$ cat src/rtl/ca_seek_scheduler_pkg.sv
// Shared constants and state encoding for the C/A code-phase seek scheduler.
package ca_seek_scheduler_pkg;

    localparam int CODE_LEN = 16800;  // upsampled samples per C/A period
    localparam int SHIFT_W  = 15;     // width of code-shift values
    localparam int DWELL_W  = 16;     // width of the dwell sample counter

    typedef enum logic [2:0] {
        ST_IDLE   = 3'd0,
        ST_SEEK   = 3'd1,
        ST_SETTLE = 3'd2,
        ST_DWELL  = 3'd3,
        ST_NEXT   = 3'd4
    } state_e;

endpackage

$ cat src/rtl/ca_shift_wrap_add.sv
// Modulo-CODE_LEN adder for code shifts. Both operands are assumed to sum to
// less than 2*CODE_LEN, so a single conditional subtract is enough.
module ca_shift_wrap_add
    import ca_seek_scheduler_pkg::*;
(
    input  logic [SHIFT_W-1:0] a_i,
    input  logic [SHIFT_W-1:0] b_i,
    output logic [SHIFT_W-1:0] sum_o
);

    localparam logic [SHIFT_W:0] CODE_LEN_W = (SHIFT_W+1)'(CODE_LEN);

    logic [SHIFT_W:0] sum_full;
    logic [SHIFT_W:0] sum_wrap;

    // Add one bit wider so the wrap compare never sees an overflowed sum.
    always_comb begin
        sum_full = {1'b0, a_i} + {1'b0, b_i};
        sum_wrap = sum_full - CODE_LEN_W;
        sum_o    = (sum_full >= CODE_LEN_W) ? sum_wrap[SHIFT_W-1:0] : sum_full[SHIFT_W-1:0];
    end

endmodule

$ cat config.mk
export PLATFORM = sky130hd
export DESIGN_NAME = ca_shift_wrap_add
export DESIGN_NICKNAME = d
export VERILOG_FILES = /design/src/rtl/ca_seek_scheduler_pkg.sv /design/src/rtl/ca_shift_wrap_add.sv
export SDC_FILE = /design/constraint.sdc
export NUM_CORES = 1
export LEC_CHECK = 0
export CAP_MARGIN = 20
export CORE_MARGIN = 4
export CORE_UTILIZATION = 50
export DETAILED_ROUTE_END_ITERATION = 10
export PLACE_DENSITY = 0.95
export SKIP_LAST_GASP = 1
export SYNTH_ARGS = -nofsm -noshare
export SYNTH_HDL_FRONTEND = slang
export SYNTH_SLANG_ARGS = --single-unit
$ cat constraint.sdc
create_clock -name vclk -period 10.41
set_input_delay 3.123 -clock vclk [all_inputs]
set_output_delay 3.123 -clock vclk [all_outputs]
set_load 0.05 [all_outputs]
==> summary.txt <==
Finish
  – Finished Cell Area: 1590 µm²
  – Area delta synth->final: 42.7%
  – FF+latch area: 0 µm²
  – Fin cells: 207
  – Seq_cells: 0
  – Nets@finish: 229
  – Diodes inserted: 0
  – Utilization after layout: 77.6%
  – CLK BUF: 0
  – Share of cells above drive strength 1: 11.1%

Hold path
  – Worst hold path type: input port to output port
  – Hold path start: b_i[0]
  – Hold Path Depth: 3

Floorplanning
  – Starting Density: 54.4%
  – Die Wd: 55.1 µm
  – Num rows: 16
  – Core footprint: 2040 µm²
  – Die area: 3040 µm²
  – Die height: 55.1 µm
  – I/O pins: 45

Placement
  – Post-Place Worst Slack: 0.284 ns
  – I/O Buffers: 45
  – Routability Congestion: 0.905
  – Dpl cells: 207
  – Placed inst area: 1590 µm²
  – Dpl hpwl: 2.73 mm

Setup path
  – Max stage delay on crit path: 0.83 ns
  – Cell depth of the worst setup path: 12
  – Critical path class: input port to output port
  – Crit Path Max Fanout: 8
  – WP data arrival: 7.03 ns
  – Bufs and invs on worst path: 2
  – CP required: 7.29 ns
  – Cell family with most CP delay: compound AO/OA/AOI/OAI gates
  – Worst path slowest cell: clkdlybuf4s50_1
  – Crit. End Element: output port
  – Critical path startpoint category: input port
  – Crit path from: a_i[0]
  – CP Cell Sequence: clkdlybuf4s50_1, ha_1, fa_1, a21o_1, a221o_2, a21oi_2, xnor2_1, a41oi_2, a41oi_4, o21ai_1, xnor2_1, clkdlybuf4s50_1

Power and ir drop
  – Pwr dens: 139 nW/µm²
  – Maximum VDD drop: 106 µV
  – Net Sw Frac: 61.6%
  – Sequential share of power: 0%
  – Int Pwr: 0.0847 mW
  – Leak: 0.633 nW
  – Final Total Pwr: 0.220 mW
  – Part of the power in the clock network: 0%
  – P_sw: 0.136 mW
  – Combinational share of power: 100.0%

STA
  – Post-layout minimum cycle time: 10.16 ns
  – Setup TNS: 0 ns
  – Final setup vio count: 0
  – Max Clk Rate: 98.5 MHz
  – Final hold slack: 7.60 ns
  – RSZ-0062 raised after global routing: false
  – Tcrit/Tclk final: 97.6%
  – Final setup margin: 0.254 ns
  – Count of final max-slew check failures: 0
  – Max_slew headroom: 65.9%
  – Worst slew pin tran: 0.509 ns
  – Hold Vio Cnt, Final: 0

Drt
  – Avg WL per Cell: 14.8 µm
  – Post-Route WL: 3.07 mm
  – Routed via count: 1288
  – Post-DRT Antenna Nets: 0
  – Met3 wire length: 164 µm
  – Max Used Layer: met4
  – Vias per cell: 6.22
  – Iter 0 DRT Violations: 29
  – Drt drc: 0
  – DRT Pass-1 Iters: 4
  – Met2 WL: 1.61 mm
  – M1 WL: 1.29 mm

GRT
  – Largest net degree at the start of global routing: 13
  – Vias in the first global route: 1152
  – GRT Residual Overflow: 0
  – First-pass GRT wire length: 4.85 mm
  – Total track usage: 20.3%
  – Initial antenna violation count: 0

Synthesis
  – Most instantiated cells after synthesis: 16 x ha_1, 14 x a21oi_1, 8 x xnor2_1
  – Leading post-synthesis cells by cell area: ha_1 18%, a21oi_1 6.3%, xnor2_1 6.3%, o311ai_4 4.7%, a21o_1 4.1%
  – Synth unique cells: 52
  – Cell taking the most area after synthesis: ha_1
  – Syn avg cell area: 8.17 µm²
  – Mapped Area: 1110 µm²
  – Post-synthesis cell count: 136
  – Sequential fraction of the synthesis area: 0%
  – Synth warnings: 0
  – Area fraction of the dominant cell type after synthesis: 18.0%
  – Count leader, synth: ha_1
  – Mapped Nets: 183

Clock network
  – Postcts setup bufs: 0
  – PostCTS Resize Cnt: 0
  – Cts hold-fix bufs: 0

Run status
  – Status: finished, final reports clean

Flow run
  – Number of max-cap violations: 0
area by class of cell:
| class | instances | area (µm²) |
|---|---|---|
| Inverter | 2 | 7.51 |
| Tap cell | 27 | 33.8 |
| Multi-Input combinational cell | 132 | 1090 |
| Fill cell | 153 | 457 |
| Timing Repair Buffer | 46 | 458 |
power by group through the flow:
stage               clock [mW]  sequential, mW  combinational, mW
global route                 0               0              0.233
CTS                          0               0              0.220
detailed placement           0               0              0.220
finish                       0               0              0.220
floorplan                    0               0              0.156
global placement             0               0              0.214
path summary, 6_finish.rpt:
kind	endpoint	slack (ns)
setup / recovery	sum_o[10]	0.25
hold / removal	sum_o[0]	7.60
cell families (layout without fill, tap and decap cells):
| family | Yosys count | in the layout | synth area share (%) |
|---|---|---|---|
| compound gates | 52 | 52 | 38.6 |
| xor+xnor | 14 | 14 | 11.7 |
| fa+ha+maj | 17 | 17 | 19.8 |
| buf+inv | 4 | 48 | 2.25 |
| mux | 4 | 4 | 3.60 |
| simple gates | 45 | 45 | 24.0 |
metal layers:
| layer | up-vias | track usage, % |
|---|---|---|
| li1 | 631 | - |
| met2 | 45 | 40.2 |
| met4 | 0 | 0.810 |
| met5 | - | 0 |
| met3 | 2 | 0.268 |
| met1 | 610 | 25.4 |
cells in the final DEF, fill, tap and decap left out, types with 2 or more instances in the layout:
cell type,n
nand2_1,7
xnor2_1,8
a21oi_1,14
a31oi_1,2
nor3_1,2
clkdlybuf4s50_1,45
o211ai_1,5
nand2b_1,4
and2_1,4
and3_1,3
mux2i_1,4
nand3_1,4
ha_1,16
o21ai_0,3
nand4_1,3
or3_1,2
a21o_1,6
xor2_1,5
inv_1,2
o21ai_1,4
nor2_1,5
o311ai_4,2
No activity file was read; power rests on OpenSTA's default activity.
==> RTL change: new RTL, same settings <==
Set the package constant `SHIFT_W` to 11 (it was 15).
--- a/src/rtl/ca_seek_scheduler_pkg.sv
+++ b/src/rtl/ca_seek_scheduler_pkg.sv
@@ -2,7 +2,7 @@
 package ca_seek_scheduler_pkg;
 
     localparam int CODE_LEN = 16800;  // upsampled samples per C/A period
-    localparam int SHIFT_W  = 15;     // width of code-shift values
+    localparam int SHIFT_W  = 11;     // width of code-shift values
     localparam int DWELL_W  = 16;     // width of the dwell sample counter
 
     typedef enum logic [2:0] {
Interface: changed (resized a_i, b_i and sum_o); port bits go from 45 to 33. No check against the original RTL was run, so the function may have changed too.
==> RTL change against the original RTL <==
Combinational power decreased by 42%; area after synthesis is 34% lower; die area decreased by 30%; total power down 43%; setup slack better by 0.40 ns; final area decreased by 32%; critical path depth decreased by 1; wire length decreased by 44%; sequential share of layout area unchanged; largest cell class unchanged; highest routed layer is now met3.
==> RTL change: results (changes against the original RTL) <==
- Status: completed
- Slowest Stage Delay on Critical Path: between 0.8 and 0.9 ns
- Area grow syn2layout: 47.3%
- Static leakage: 0.442 nW (-30%)
- Post-synth cell types: 41 (-21%)
- Maximum resistive drop on vdd: 0.0670 mV (-37%)
- IO buf count: 33 (-27%)
- Fillers: 96 (-37%)
- Crit-path leading delay family: buffers and inverters
- Clock buf count: 0 (unchanged)
- Largest net degree at the start of global routing: 8 (-5)
- Final GP Congestion: 0.861 (-4.9%)
- Post-CTS Setup Bufs: 0 (unchanged)
- All-layer global routing usage: 17.5% (-2.8 points)
- Initial antenna violation count: 0 (unchanged)
- Via/cell ratio: 5.87 (-5.6%)
- Yosys warns: 0 (unchanged)
- CP max FO: 4 (-4)
- Slew headroom: 66.7% (+0.78 points)
- Final Net Count: 157 (-31%)
- DRT Pass-1 Iters: 4 (unchanged)
- Number of global-route vias before repair: 745 (-35%)
- Share of layout cells above drive strength 1: 16.7% (+5.6 points)
- DP Area: 1080 um2 (-32%)
- Critical Path AT: 6.63 ns (-0.40 ns)
- Post-CTS sizing: 0 (unchanged)
- Dpl hpwl: 1570 um (-43%)
- Number of remaining DRC errors: 0 (unchanged)
- Initial DRC Count: 7 (-76%)
- Slowest CP cell: clkdlybuf4s50_1
- ANT cells: 0 (unchanged)
- Hold Path Class: in -> out
- Mapped Nets: 123 (-33%)
- Seq cells: 0 (unchanged)
- Fraction of the yosys area taken by sequential cells: 0% (unchanged)
- Total Wirelength: 1730 um (-44%)
- Synth area leaders: ha_1 21%, a21oi_1 5.5%, xor2_1 3.6%
- Global-route wire length before repair: 2970 um (-39%)
- Post-synth top cells: 12 x ha_1, 8 x a21oi_1, 6 x nand2_1
## RTL change: tightest hold or removal path, cell delays in order
cell	delay (ns)
clkdlybuf4s50_1	0.40
ha_1	0.27
clkdlybuf4s50_1	0.69
## RTL change: final timing paths
check	startpoint	endpoint	slack, ns	depth (start not counted)
worst min-delay path	b_i[0]	sum_o[0]	7.62	3
worst max-delay path	a_i[0]	sum_o[6]	0.66	11
## RTL change: through the flow
stage / cells / setup WS [ns] / hold slack [ns]
after floorplan: 88 / 1.41 / 6.62
after global placement: 135 / 0.739 / 7.61
final: 135 / 0.658 / 7.62
after global routing: 135 / 0.431 / 7.66
after CTS: 135 / 0.647 / 7.62
after detailed placement: 135 / 0.659 / 7.61
## RTL change: cell families (layout without fill, tap and decap cells)
kind of cell	after synthesis	in the layout	synth area share (%)
xor+xnor	6	6	8.22
simple gates	24	24	19.5
buf+inv	6	38	3.08
compound gates	35	35	40.1
mux	4	4	5.82
fa+ha+maj	13	13	23.3
## RTL change: area by class of cell
type,instances,area share (%)
Inverter,5,1.74
Tap cell,15,1.74
Timing Repair Buffer,33,30.7
Multi-Input combinational cell,82,65.8
## RTL change: per-layer routing
metal  wire [um]  vias up  track usage [%]
met5           0        -                0
met4           0        0                0
met3         106        0            0.781
met2         832       22             31.6
met1         789      362             24.0
li1            -      409                -
## RTL change: report_power, final
| part | total (mW) | internal [mW] | switching [mW] |
|---|---|---|---|
| registers | 0 | 0 | 0 |
| clock network | 0 | 0 | 0 |
| logic | 0.127 | 0.0505 | 0.0762 |
| total | 0.127 | 0.0505 | 0.0762 |
